$ cat src/rtl/step_ctrl.sv
// step_ctrl: execution-rate controller for the multicycle MIPS core.
// Emits a one-clock cpu_en pulse that advances the core, either free-running
// at a switch-selected rate or one step per debounced button press.
// Also counts issued pulses for the display block.

module step_ctrl #(
  parameter int DB_CYCLES = 1_000_000,
  parameter int DIV0      = 100_000_000,
  parameter int DIV1      = 25_000_000,
  parameter int DIV2      = 1_000_000,
  parameter int DIV3      = 1
) (
  input  logic        clk,
  input  logic        reset_n,
  input  logic        btn_step,
  input  logic        sw_run,
  input  logic [1:0]  sw_speed,
  output logic        cpu_en,
  output logic [15:0] step_count,
  output logic [1:0]  mode
);

  localparam logic [1:0] PAUSE = 2'd0;
  localparam logic [1:0] RUN   = 2'd1;
  localparam logic [1:0] HOLD  = 2'd2;

  localparam int DBW = $clog2(DB_CYCLES + 1);
  localparam logic [DBW-1:0] DB_LAST = DBW'(DB_CYCLES - 1);

  logic           btn_s1, btn_s2;
  logic           run_s1, run_s2;
  logic [1:0]     spd_s1, spd_s2;

  logic [DBW-1:0] db_cnt;
  logic           btn_db;
  logic           btn_db_d;
  logic           btn_rise;

  logic [1:0]     state, state_nxt;
  logic [31:0]    cnt, cnt_nxt;
  logic [31:0]    period_m1;
  logic           en_nxt;

  // Two-flop synchronizers bring the asynchronous button and switches into clk.
  always_ff @(posedge clk) begin
    if (!reset_n) begin
      btn_s1 <= 1'b0;
      btn_s2 <= 1'b0;
      run_s1 <= 1'b0;
      run_s2 <= 1'b0;
      spd_s1 <= 2'd0;
      spd_s2 <= 2'd0;
    end else begin
      btn_s1 <= btn_step;
      btn_s2 <= btn_s1;
      run_s1 <= sw_run;
      run_s2 <= run_s1;
      spd_s1 <= sw_speed;
      spd_s2 <= spd_s1;
    end
  end

  // Debounce: accept a new button level only after it has disagreed with the
  // current level for DB_CYCLES consecutive clocks; any agreement restarts.
  always_ff @(posedge clk) begin
    if (!reset_n) begin
      db_cnt   <= '0;
      btn_db   <= 1'b0;
      btn_db_d <= 1'b0;
    end else begin
      btn_db_d <= btn_db;
      if (btn_s2 == btn_db) begin
        db_cnt <= '0;
      end else if (db_cnt == DB_LAST) begin
        btn_db <= btn_s2;
        db_cnt <= '0;
      end else begin
        db_cnt <= db_cnt + 1'b1;
      end
    end
  end

  assign btn_rise = btn_db & ~btn_db_d;

  // Run period minus one, selected live so a speed change applies at once.
  always_comb begin
    period_m1 = 32'(DIV0 - 1);
    case (spd_s2)
      2'd0:    period_m1 = 32'(DIV0 - 1);
      2'd1:    period_m1 = 32'(DIV1 - 1);
      2'd2:    period_m1 = 32'(DIV2 - 1);
      default: period_m1 = 32'(DIV3 - 1);
    endcase
  end

  // Mode FSM and rate counter; a step press beats the run switch in PAUSE,
  // and the >= compare lets a shortened period fire without waiting for wrap.
  always_comb begin
    state_nxt = state;
    cnt_nxt   = cnt;
    en_nxt    = 1'b0;
    case (state)
      PAUSE: begin
        cnt_nxt = '0;
        if (btn_rise) begin
          en_nxt    = 1'b1;
          state_nxt = HOLD;
        end else if (run_s2) begin
          state_nxt = RUN;
        end
      end
      HOLD: begin
        cnt_nxt = '0;
        if (!btn_db) begin
          state_nxt = PAUSE;
        end
      end
      RUN: begin
        if (!run_s2) begin
          state_nxt = PAUSE;
          cnt_nxt   = '0;
        end else if (cnt >= period_m1) begin
          en_nxt  = 1'b1;
          cnt_nxt = '0;
        end else begin
          cnt_nxt = cnt + 32'd1;
        end
      end
      default: begin
        state_nxt = PAUSE;
        cnt_nxt   = '0;
      end
    endcase
  end

  // State, counter and registered pulse; step_count tracks every pulse issued.
  always_ff @(posedge clk) begin
    if (!reset_n) begin
      state      <= PAUSE;
      cnt        <= '0;
      cpu_en     <= 1'b0;
      step_count <= 16'd0;
    end else begin
      state  <= state_nxt;
      cnt    <= cnt_nxt;
      cpu_en <= en_nxt;
      if (en_nxt) begin
        step_count <= step_count + 16'd1;
      end
    end
  end

  assign mode = state;

endmodule

$ cat config.mk
export PLATFORM = sky130hd
export DESIGN_NAME = step_ctrl
export DESIGN_NICKNAME = d
export VERILOG_FILES = /design/src/rtl/step_ctrl.sv
export SDC_FILE = /design/constraint.sdc
export NUM_CORES = 1
export LEC_CHECK = 0
export CORE_MARGIN = 5
export CORE_UTILIZATION = 50
export CTS_CLUSTER_SIZE = 8
export DETAILED_ROUTE_END_ITERATION = 6
export HOLD_SLACK_MARGIN = 0.15
export MAX_ROUTING_LAYER = met4
export PLACE_DENSITY = 0.69
export SETUP_SLACK_MARGIN = 0.1
export SYNTH_ARGS = -nofsm -noshare
export SYNTH_HDL_FRONTEND = slang
export SYNTH_SLANG_ARGS = --single-unit
$ cat constraint.sdc
create_clock -name clk -period 4.5 [get_ports clk]
set_input_delay 0.9 -clock clk [delete_from_list [all_inputs] [get_ports clk]]
set_output_delay 0.9 -clock clk [all_outputs]
set_load 0.02 [all_outputs]
==> Word level (Yosys, flattened, before mapping) <==
Cells that the tools add are included.
{ "totals": {"output_inout_bits": 19, "register_bits": 81, "inputBits": 6} }
{ "classes": {"mux": 10, "n_addsub": 3, "n_eq_ne": 9, "bitwise": 6, "n_lt_le_gt_ge": 1, "reduce_logical": 6} }
{ "ops": {"columns": ["op", "n"], "rows": [
  ["one-hot mux 27 bit (3 select lines)", 1],
  ["adder 32 x 1 -> 32 bit (second input constant)", 1],
  ["greater-or-equal comparator 32 bit", 1],
  ["adder 20 x 1 -> 20 bit (second input constant)", 1],
  ["== test 20 bit (second input constant)", 1],
  ["adder 16 x 1 -> 16 bit (second input constant)", 1],
  ["two-way mux 2 bit", 4],
  ["one-hot mux 2 bit (3 select lines)", 1],
  ["inverter 1 bit", 5],
  ["== test 2 x 1 -> 1 bit (second input constant)", 2],
  ["== test 2 bit (second input constant)", 2],
  ["logical NOT 2 bit", 2],
  ["inequality test 2 bit (second input constant)", 2],
  ["OR reduction 4 bit", 1],
  ["two-way mux 1 bit", 3],
  ["inequality test 3 bit (second input constant)", 1],
  ["AND reduction 3 bit", 1],
  ["OR reduction 3 bit", 1],
  ["one-hot mux 1 bit (2 select lines)", 1],
  ["AND reduction 2 bit", 1],
  ["AND 1 bit", 1],
  ["== test 1 bit", 1]
]} }

==> Longest topological paths before layout <==
Gate-level depths: netlist of run 1.
{ "logic_depth": {"ltp_word": 6, "mapped_depth": 13, "depth_no_buf": 11} }

==> Worst setup path before layout of run 1 <==
Ideal clock, no wire load.
{ "synth_timing": {"kind": "flip-flop to flip-flop", "startpoint": "reg spd_s2[0]", "endpoint": "reg step_count[12]", "synth_period_minus_slack_ns": 2.925, "n_path_buf": 2, "setup_slack_ns": 1.575, "stages_incl_launch_ff": 13, "t_required_ns": 4.369, "t_arrival_ns": 2.794, "path_cell_list": "dfxtp_1 ha_1 inv_1 ha_1 nand2b_1 a221oi_1 or4b_2 a211oi_2 o31ai_2 buf_6 buf_6 o311ai_1 o41ai_1"} }
{ "synth_via": {"elab_chain_len": 6, "elab_cells_between_ends": 8, "cone_classes": "1 x order compare; 2 x eq/ne; 4 x mux; 1 x reduce/logical"} }
{ "synth_lines": {"columns": ["item", "line", "source"], "rows": [
  ["start: declaration", "32", "logic [1:0] spd_s1, spd_s2;"],
  ["start signal: assignment", "59", "spd_s2 <= spd_s1;"],
  ["== test 2 bit, or another cell as far along", "88", "case (spd_s2)"],
  ["one-hot mux 27 bit (3 select lines) *", "88", null],
  ["greater-or-equal comparator 32 bit *", "122", "end else if (cnt >= period_m1) begin"],
  ["two-way mux 1 bit *", "122", null],
  ["two-way mux 1 bit *", "119", "if (!run_s2) begin"],
  ["one-hot mux 1 bit (2 select lines) *", "102", "case (state)"],
  ["end signal: assignment", "148", "step_count <= step_count + 16'd1;"],
  ["end: declaration", "19", "output logic [15:0] step_count,"]
]} }
Every way passes the cells marked *; elsewhere a longest branch is shown, timed or not.
A chain may end at the register's enable or synchronous reset.

==> Worst setup path after layout of run 1 <==
{ "layout_timing": {"startpoint": "reg spd_s2[0]", "endpoint": "reg step_count[10]"} }
Same word-level chain as after synthesis.

==> out/qor.yml, run 1 <==
layout:
  syn2layout_area_growth_pct: 14.4
  final_util: 0.581
  n_antenna_cell: 0
  regArea_sq_mm: 0.00162
  layout-drive-gt1-share: 0.0459
  multiInputGateArea_sq_mm: 0.00215
  design_area_sq_mm: 0.00444
  filler_cell_count: 673
  layout.nets: 510
global_routing:
  grt_pass1_wl_um: 12500
  grt_pass1_vias: 2864
  overflow: 0
  grt_max_degree: 32
  grt_use_total: 0.157
  antenna_found_initial: 0
critical_path:
  rr_startpoint: "spd_s2[0]$_SDFF_PN0_"
  cp-start-kind: "flop"
  cp.required_ps: 4770
  path_common_cell: "ha_1"
  startpoint: "spd_s2[0]$_SDFF_PN0_"
  critical_path_class: "reg -> reg"
  cp_cell_sequence: "ha_1, inv_1, ha_1, nand2b_1, a221oi_1, or4b_2, a211oi_2, o31ai_4, buf_4, or4_1, a21oi_1"
  endpoint_kind: "flop"
  reg2reg_setup_slack_ps: 1120
  critPathArrivalTime_ps: 3650
  setup.worst_path.end: "step_count[10]$_SDFFE_PN0P_"
  r2r-end: "step_count[10]$_SDFFE_PN0P_"
  cp_max_fo: 31
  slowest_stage: "or4b_2"
  reg2regPathDepth: 11
  max_stage_delay_ps: 690
floorplanning:
  core-area_sq_mm: 0.00765
  io_pins: 25
  num_rows: 32
  dieArea_sq_mm: 0.00963
  start_util: 0.508
  fp.dieW_um: 98.1
  die_h_um: 98.1
clock_network:
  clk-insertion-delay-late_ps: 350
  clk_pin_slew_ps: 90
  clock_path_buffers: 2
  cts_resized: 0
  cts_buffers: 9
  root_buffer: "clkbuf_8"
  cts_tree: "built"
  h-tree-depth: 3
  cts_setup_buffers: 0
  postCtsHoldBufs: 0
  clock_sinks: 81
timing:
  min_period_over_period: 0.751
  tns_ps: 0
  hold_viol_final: 0
  final-max-slew-violation-count: 0
  setup_viol: 0
  rsz0062_at_grt: "false"
  whs_ps: 450
  fin_crit_ps: 3380
  tightest_slew_ps: 986
  relSlewSlack: 0.337
  max_freq_ghz: 0.296
  fin_skew_ps: 12.1
yosys:
  syn_area_sq_mm: 0.00388
  yosys.area.top_type: "dfxtp_1"
  async_flop_share: 0
  synth-seq-cells: 81
  ys.flop_type: "dfxtp_1"
  syn_inst: 444
  syn_area_per_cell_sq_um: 8.75
  ys_warn_count: 0
  synth-edff-count: 0
  synthTopCellsByArea: "dfxtp_1 (42%), ha_1 (9.7%), nor2_1 (6.2%), xor2_1 (5.9%), xnor2_1 (3.8%)"
  synth_cell_type_count: 43
  synth_top_area_share: 0.418
  synth-seq-area-share: 0.418
route:
  ant_nets: 0
  vias_per_cell: 5.28
  route.detailed.drc: 0
  dr.pass1.iters: 5
  drtIter0Drc: 83
  num_vias: 3069
  finalWirelength_um: 7180
  routedWlPerCell_um: 12.4
pwr:
  report.power.total_w: 0.00131
  power_density_mw_per_mm2: 296
  p_leak_nw: 1.61
  peakVddDrop_mv: 0.166
status:
  status: "completed"
placed_design:
  place.port_buffers: 24
  gp_congestion: 0.879
  hpwl_um: 5170
  post_dp_cell_area_sq_mm: 0.00423
flow_run:
  cap_violations: 0
min_path:
  hp-class: "reg -> reg"
==> worst max-delay path: cells and delay by family (launching register included) <==
family / cells / cell delay, ps
simple gates: 3 / 1290
fa+ha+maj: 2 / 690
flops: 1 / 390
compound gates: 4 / 610
buf+inv: 2 / 320
==> stage by stage <==
| step | worst slack (ps) | std cells |
|---|---|---|
| detailed placement | 1120 | 565 |
| finish | 1120 | 581 |
| floorplan | 1580 | 447 |
| CTS | 1110 | 581 |
| global route | 901 | 581 |
| global placement | 1220 | 565 |
==> cell usage after synthesis, types with 2 or more instances <==
| cell | count |
|---|---|
| or3_1 | 10 |
| o21ai_0 | 15 |
| ha_1 | 30 |
| o31ai_1 | 4 |
| xor2_1 | 26 |
| dfxtp_1 | 81 |
| and2_1 | 12 |
| xnor2_1 | 17 |
| a221oi_1 | 2 |
| clkbuf_1 | 6 |
| and4_1 | 2 |
| buf_6 | 2 |
| o41ai_1 | 3 |
| nand4_1 | 15 |
| mux2i_1 | 2 |
| nor2_1 | 64 |
| a31oi_1 | 2 |
| nand2b_1 | 4 |
| nor4_1 | 5 |
| a21oi_1 | 20 |
| nor3_1 | 4 |
| or4_1 | 6 |
| o311ai_1 | 3 |
| nand2_1 | 34 |
| and3_1 | 9 |
| nand3b_1 | 2 |
| nand3_1 | 26 |
| inv_1 | 21 |
| o211ai_1 | 3 |
==> per-layer routing <==
| metal | wire length (um) | global-route usage |
|---|---|---|
| met1 | 3680 | 0.209 |
| met3 | 188 | 0.0271 |
| met2 | 3220 | 0.241 |
| met4 | 92 | 0.0578 |
| met5 | 0 | - |
==> cell type report <==
class	instances	area share
multi-input cells	335	0.484
flip-flops and latches	81	0.365
repair buffers	26	0.0574
clock buffers	10	0.0310
well taps	102	0.0287
inverters	21	0.0177
clock inverters	6	0.0163
==> cell usage in the layout, fill, tap and decap left out, types with 5 or more instances in the layout <==
cell type / count
dfxtp_1: 81
nor2_1: 64
nand2_1: 34
ha_1: 30
nand3_1: 26
xor2_1: 26
clkdlybuf4s50_1: 24
inv_1: 21
a21oi_1: 20
xnor2_1: 17
o21ai_0: 15
nand4_1: 15
and2_1: 12
or3_1: 10
clkbuf_8: 10
and3_1: 9
or4_1: 6
nor4_1: 5
==> kinds of logic (layout without fill, tap and decap cells) <==
kind of cell / count (synthesis) / in the layout / share of synthesized area
compound gates: 59 / 59 / 0.0967
xor+xnor: 43 / 43 / 0.0970
other cells: 1 / 4 / 0.000966
mux: 2 / 2 / 0.00515
simple gates: 197 / 197 / 0.252
buf+inv: 31 / 63 / 0.0341
flops: 81 / 81 / 0.418
fa+ha+maj: 30 / 30 / 0.0966
==> registers in the layout (all words and copies together) (netlist names), 2 cells and up <==
name,count
db_cnt,20
step_count,16
spd_s2,2
spd_s1,2
mode,2
cnt,32
==> how the worst min path moves through the flow <==
stage                      startpoint           endpoint  slack, ps  depth (start not counted)
detailed placement  btn_s1$_SDFF_PN0_  btn_s2$_SDFF_PN0_        420                          1
global placement    run_s1$_SDFF_PN0_  run_s2$_SDFF_PN0_        430                          1
floorplan           btn_s1$_SDFF_PN0_  btn_s2$_SDFF_PN0_        410                          1
global route        btn_s1$_SDFF_PN0_  btn_s2$_SDFF_PN0_        480                          1
finish              btn_s1$_SDFF_PN0_  btn_s2$_SDFF_PN0_        450                          1
CTS                 run_s1$_SDFF_PN0_  run_s2$_SDFF_PN0_        450                          1
==> report_power, final <==
group	internal (W)	leakage [nW]	switching, W
combinational	0.0000140	0.848	0.0000203
clock	0.000278	0.103	0.000277
sequential	0.000722	0.656	0.00000282
total	0.00101	1.61	0.000300
Power figures use the tool's default switching activity.
==> run 2, diff against run 1 <==
--- a/config.mk
+++ b/config.mk
@@ -11,7 +11,7 @@
 export DETAILED_ROUTE_END_ITERATION = 6
 export HOLD_SLACK_MARGIN = 0.15
 export MAX_ROUTING_LAYER = met4
-export PLACE_DENSITY = 0.69
+export PLACE_DENSITY = 0.72
 export SETUP_SLACK_MARGIN = 0.1
 export SYNTH_ARGS = -nofsm -noshare
 export SYNTH_HDL_FRONTEND = slang
==> constraint.sdc (replaced) <==
create_clock -name clk -period 3.1 [get_ports clk]
set_input_delay 0.62 -clock clk [delete_from_list [all_inputs] [get_ports clk]]
set_output_delay 0.62 -clock clk [all_outputs]
set_load 0.02 [all_outputs]
==> run 2 against run 1 <==
Critical path depth up 3. Combinational power up 110%. First-iteration DRC count up 46%. Hold slack worse by 4.7 ps. Flip-flop and latch count unchanged. Total power up 58%. Setup slack worse by 1000 ps. Die area unchanged. Count of clock-buffer cells in the layout unchanged. Clock skew up 3.4 ps. Largest power group unchanged. Highest routed layer unchanged.
==> out/qor.yml, run 2 (synthesized netlist as in run 1, its figures left out) <==
layout:
  largest_reg_flops: 32  # unchanged
  syn2layout_area_growth_pct: 27.2
  filler_cell_count: 623  # -7.4%
  final_util: 0.646  # +0.0650
  final_common_cell: "dfxtp_1"
  layout.nets: 530  # +3.9%
  design_area_sq_mm: 0.00494  # +11%
  max_flop_register: "cnt"
  final_cell_mix: "dfxtp_1 (79), nor2_1 (64), nand2_1 (34)"
  layout-drive-gt1-share: 0.150  # +0.104
  n_antenna_cell: 0  # unchanged
  top_regs: "cnt x32, db_cnt x20, step_count x16"
route:
  route.detailed.drc: 0  # unchanged
  drtIter0Drc: 121  # +46%
  dr.pass1.iters: 4  # -1
  ant_nets: 0  # unchanged
  num_vias: 3286  # +7.1%
  vias_per_cell: 5.47  # +3.5%
  finalWirelength_um: 8470  # +18%
  routedWlPerCell_um: 14.1  # +14%
global_routing:
  grt_use_total: 0.169  # +0.0119
  antenna_found_initial: 0  # unchanged
  overflow: 0  # unchanged
  grt_max_degree: 32  # unchanged
  grt_pass1_vias: 3029  # +5.8%
  grt_pass1_wl_um: 13200  # +6.0%
timing:
  hold_viol_final: 0  # unchanged
  max_freq_ghz: 0.333  # +13%
  fin_crit_ps: 3000  # -380 ps
  fin_skew_ps: 15.5  # +3.40 ps
  setup_ws_ps: 98.6  # -1020 ps
  tightest_slew_ps: 664  # -323 ps
  min_period_over_period: 0.968  # +0.217
  rsz0062_at_grt: "true"
  whs_ps: 445  # -4.69 ps
  relSlewSlack: 0.558  # +0.220
  setup_viol: 0  # unchanged
  final-max-slew-violation-count: 0  # unchanged
clock_network:
  postCtsHoldBufs: 0  # unchanged
  root_buffer: "clkbuf_8"
  h-tree-depth: 3  # unchanged
  cts_tree: "built"
  clock_path_buffers: 2  # unchanged
  clk_pin_slew_ps: 90  # about the same
  clk-insertion-delay-late_ps: 350  # about the same
  cts_buffers: 9  # unchanged
  clock_sinks: 81  # unchanged
critical_path:
  cp_max_fo: 7  # -77%
  cp_cell_sequence: "inv_6, ha_4, o21bai_4, ha_4, nand4bb_1, nor4_2, buf_4, inv_2, a211oi_4, o31ai_4, buf_12, buf_4, or3_1, a21oi_1"
  slowest_stage: "dfxtp_4"
  cp-start-kind: "flop"
  max_stage_delay_ps: 430  # -260 ps
  reg2regPathDepth: 14  # +3
  endpoint_kind: "flop"
  critical_path_class: "reg -> reg"
  critPathArrivalTime_ps: 3280  # -370 ps
  cp.required_ps: 3380  # -1390 ps
pwr:
  power_density_mw_per_mm2: 420  # +42%
  peakVddDrop_mv: 0.234  # +41%
  p_leak_nw: 1.78  # +11%
floorplanning:
  num_rows: 32  # unchanged
  die_h_um: 98.1  # unchanged
  io_pins: 25  # unchanged
  dieArea_sq_mm: 0.00963  # unchanged
  fp.dieW_um: 98.1  # unchanged
  start_util: 0.508  # unchanged
  core-area_sq_mm: 0.00765  # unchanged
status:
  status: "completed"
min_path:
  hold_depth: 1  # unchanged
  hp-class: "reg -> reg"
placed_design:
  gp_congestion: 0.788  # -10%
  pre_cts_ws_ps: -65.7  # -1190 ps
  hpwl_um: 5340  # +3.3%
  place.port_buffers: 24  # unchanged
  post_dp_cell_area_sq_mm: 0.00434  # +2.4%
flow_run:
  cap_violations: 0  # unchanged
[run 2: per-layer routing]
metal,vias up,global-route usage,share of wire
met5,-,-,0
met3,12,0.0350,0.036
met2,60,0.261,0.47
li1,1646,-,-
met4,0,0.0641,0.014
met1,1568,0.219,0.48
[run 2: stage by stage]
| stage | TNS (ps) | power [W] | std cells |
|---|---|---|---|
| floorplan | 0 | 0.00111 | 447 |
| detailed placement | -188 | 0.00113 | 577 |
| global route | -101 | 0.00215 | 601 |
| finish | 0 | 0.00208 | 601 |
| CTS | 0 | 0.00207 | 593 |
| global placement | -0.388 | 0.00113 | 577 |
[run 2: worst paths after layout]
kind         slack (ps)                    endpoint                  from
min                 440           run_s2$_SDFF_PN0_     run_s1$_SDFF_PN0_
max reg2reg         100  step_count[9]$_SDFFE_PN0P_  spd_s2[0]$_SDFF_PN0_
min reg2reg         440           run_s2$_SDFF_PN0_     run_s1$_SDFF_PN0_
max                 100  step_count[9]$_SDFFE_PN0P_  spd_s2[0]$_SDFF_PN0_
[run 2: what timing repair did]
action | 4_1_cts | 5_1_grt
setup buffers | 0 | 6
pin swaps | 4 | 24
cloned | 0 | 2
endpoints found under the setup margin | 12 | 17
gates resized for setup | 9 | 42
endpoints found under the hold margin | 0 | 0
[run 2: cell type report]
type | count | area, sq um | share of cell area
multi-input cells | 335 | 2380 | 0.482
flip-flops and latches | 81 | 1630 | 0.330
repair buffers | 46 | 465 | 0.0942
clock buffers | 10 | 138 | 0.0279
well taps | 102 | 128 | 0.0258
clock inverters | 6 | 113 | 0.0228
inverters | 21 | 86.3 | 0.0175
[run 2: power breakdown]
part	total, W	switching, W	internal (W)
registers	0.00105	0.00000605	0.00105
logic	0.0000719	0.0000387	0.0000332
clock network	0.000951	0.000391	0.000560
[run 2: critical path: cells and delay by family, from the launching register on]
family          cells  cell delay [ps]
fa+ha+maj           2              340
simple gates        3              830
compound gates      4              780
buf+inv             5              560
flops               1              430
==> run 3, diff against run 2 <==
--- a/config.mk
+++ b/config.mk
@@ -5,6 +5,7 @@
 export SDC_FILE = /design/constraint.sdc
 export NUM_CORES = 1
 export LEC_CHECK = 0
+export CORE_ASPECT_RATIO = 0.9
 export CORE_MARGIN = 5
 export CORE_UTILIZATION = 50
 export CTS_CLUSTER_SIZE = 8
@@ -12,6 +13,7 @@
 export HOLD_SLACK_MARGIN = 0.15
 export MAX_ROUTING_LAYER = met4
 export PLACE_DENSITY = 0.72
+export REMOVE_ABC_BUFFERS = 1
 export SETUP_SLACK_MARGIN = 0.1
 export SYNTH_ARGS = -nofsm -noshare
 export SYNTH_HDL_FRONTEND = slang
==> run 3 against run 2 <==
Setup slack better by 29 ps. Global-route usage increased by 0.71 points. Non-clock buffer count shrank 3. Highest routed layer unchanged. Largest power group unchanged. Flip-flop and latch count stayed put. Critical path depth decreased by 1. Routed wire length fell by 3.1%.
==> out/qor.yml, run 3 (synthesized netlist as in run 1, its figures left out) <==
status:
  status: "completed"
timing:
  hold_viol_final: 0  # unchanged
  fin_skew_ps: 17.5  # +2.01 ps
  max_freq_ghz: 0.336  # +0.99%
  setup_ws_ps: 128  # +29.5 ps
  final-max-slew-violation-count: 0  # unchanged
  fin_crit_ps: 2970  # -29.5 ps
  rsz0062_at_grt: "true"
  tightest_slew_ps: 644  # -19.3 ps
  tns_ps: 0  # unchanged
  min_period_over_period: 0.959  # -0.00951
  whs_ps: 438  # -6.87 ps
  relSlewSlack: 0.570  # +0.0128
  setup_viol: 0  # unchanged
critical_path:
  cpLargestDelayFamily: "compound AO/OA/AOI/OAI gates"
  cp-start-kind: "flop"
  critPathArrivalTime_ps: 3260  # -20 ps
  cp_cell_sequence: "inv_6, ha_4, o21bai_4, ha_4, a21oi_1, o21ai_0, a221oi_2, nand2_1, o31ai_4, buf_4, clkbuf_16, o31ai_2, a21oi_2"
  cp_max_fo: 8  # +1
  cp.required_ps: 3380  # about the same
  crit_buf_inv: 3  # -2
  endpoint_kind: "flop"
  reg2reg_setup_slack_ps: 130  # +30 ps
  critical_path_class: "reg -> reg"
  path_common_cell: "ha_4"
  slowest_stage: "o31ai_4"
  max_stage_delay_ps: 430  # about the same
route:
  routedWlPerCell_um: 13.9  # -1.6%
  route.detailed.drc: 0  # unchanged
  num_vias: 3221  # -2.0%
  drtIter0Drc: 117  # -3.3%
  finalWirelength_um: 8200  # -3.1%
  vias_per_cell: 5.44  # -0.49%
  dr.pass1.iters: 5  # +1
  ant_nets: 0  # unchanged
layout:
  design_area_sq_mm: 0.00483  # -2.3%
  syn2layout_area_growth_pct: 24.3
  layout.nets: 527  # -0.57%
  n_antenna_cell: 0  # unchanged
  final_util: 0.640  # -0.00631
  largest_reg_flops: 32  # unchanged
  top_regs: "cnt x32, db_cnt x20, step_count x16"
  final_common_cell: "dfxtp_1"
  max_flop_register: "cnt"
  final_cell_mix: "dfxtp_1 (79), nor2_1 (64), nand2_1 (34)"
  layout-drive-gt1-share: 0.149  # -0.00111
floorplanning:
  die_h_um: 93.6  # -4.6%
  dieArea_sq_mm: 0.00963  # about the same
  num_rows: 30  # -6.3%
  fp.dieW_um: 103  # +4.9%
  core-area_sq_mm: 0.00754  # -1.3%
  io_pins: 25  # unchanged
  start_util: 0.515  # +0.00691
clock_network:
  cts_buffers: 9  # unchanged
  clk_pin_slew_ps: 100  # about the same
  cts_tree: "built"
  clock_path_buffers: 2  # unchanged
  postCtsHoldBufs: 0  # unchanged
  h-tree-depth: 3  # unchanged
  clock_sinks: 81  # unchanged
  clk-insertion-delay-late_ps: 360  # about the same
  root_buffer: "clkbuf_8"
placed_design:
  place.port_buffers: 24  # unchanged
  post_dp_cell_area_sq_mm: 0.00434  # unchanged
  gp_congestion: 0.820  # +4.1%
  hpwl_um: 5440  # +1.9%
  pre_cts_ws_ps: -105  # -39.4 ps
flow_run:
  cap_violations: 0  # unchanged
global_routing:
  grt_max_degree: 29  # -9.4%
  overflow: 0  # unchanged
  grt_pass1_wl_um: 13400  # +1.1%
  grt_use_total: 0.176  # +0.00714
  grt_pass1_vias: 2992  # -1.2%
  antenna_found_initial: 0  # unchanged
pwr:
  p_leak_nw: 1.73  # -2.8%
  peakVddDrop_mv: 0.274  # +17%
  power_density_mw_per_mm2: 382  # -9.2%
min_path:
  hp-class: "reg -> reg"
==> run 3: timing repair <==
item                       4_1_cts  5_1_grt
pin swaps                        2       21
setup buffers                    0        2
setup endpoints to repair       16       16
gates resized for setup         11       38
gates cloned                     1        1
==> run 3: final timing paths <==
path,from,to,depth (start not counted)
max,spd_s2[0]$_SDFF_PN0_,step_count[5]$_SDFFE_PN0P_,13
min,btn_s1$_SDFF_PN0_,btn_s2$_SDFF_PN0_,1
max reg2reg,spd_s2[0]$_SDFF_PN0_,step_count[5]$_SDFFE_PN0P_,13
min reg2reg,btn_s1$_SDFF_PN0_,btn_s2$_SDFF_PN0_,1
==> run 3: per-stage QoR <==
stage,instances,power [W]
3_5_place_dp,572,0.00113
3_3_place_gp,572,0.00113
5_1_grt,592,0.00193
4_1_cts,589,0.00185
2_1_floorplan,437,0.00111
6_report,592,0.00184
==> run 3: where the power goes <==
part	switching (W)	leakage [nW]	internal, W
sequential	0.00000562	0.657	0.00105
clock	0.000412	0.0925	0.000305
combinational	0.0000385	0.979	0.0000330
==> run 3: cell type report <==
type	count	area, sq um
fillers	616	2720
well taps	96	120
flip-flops and latches	81	1630
multi-input cells	335	2360
clock inverters	7	58.8
clock buffers	9	124
repair buffers	43	445
inverters	21	86.3
==> run 3: per-layer routing <==
metal  routed length (um)  global-route usage
met1                 3980               0.233
met2                 3850               0.260
met3                  286              0.0537
met4                   89              0.0518
met5                    0                   -
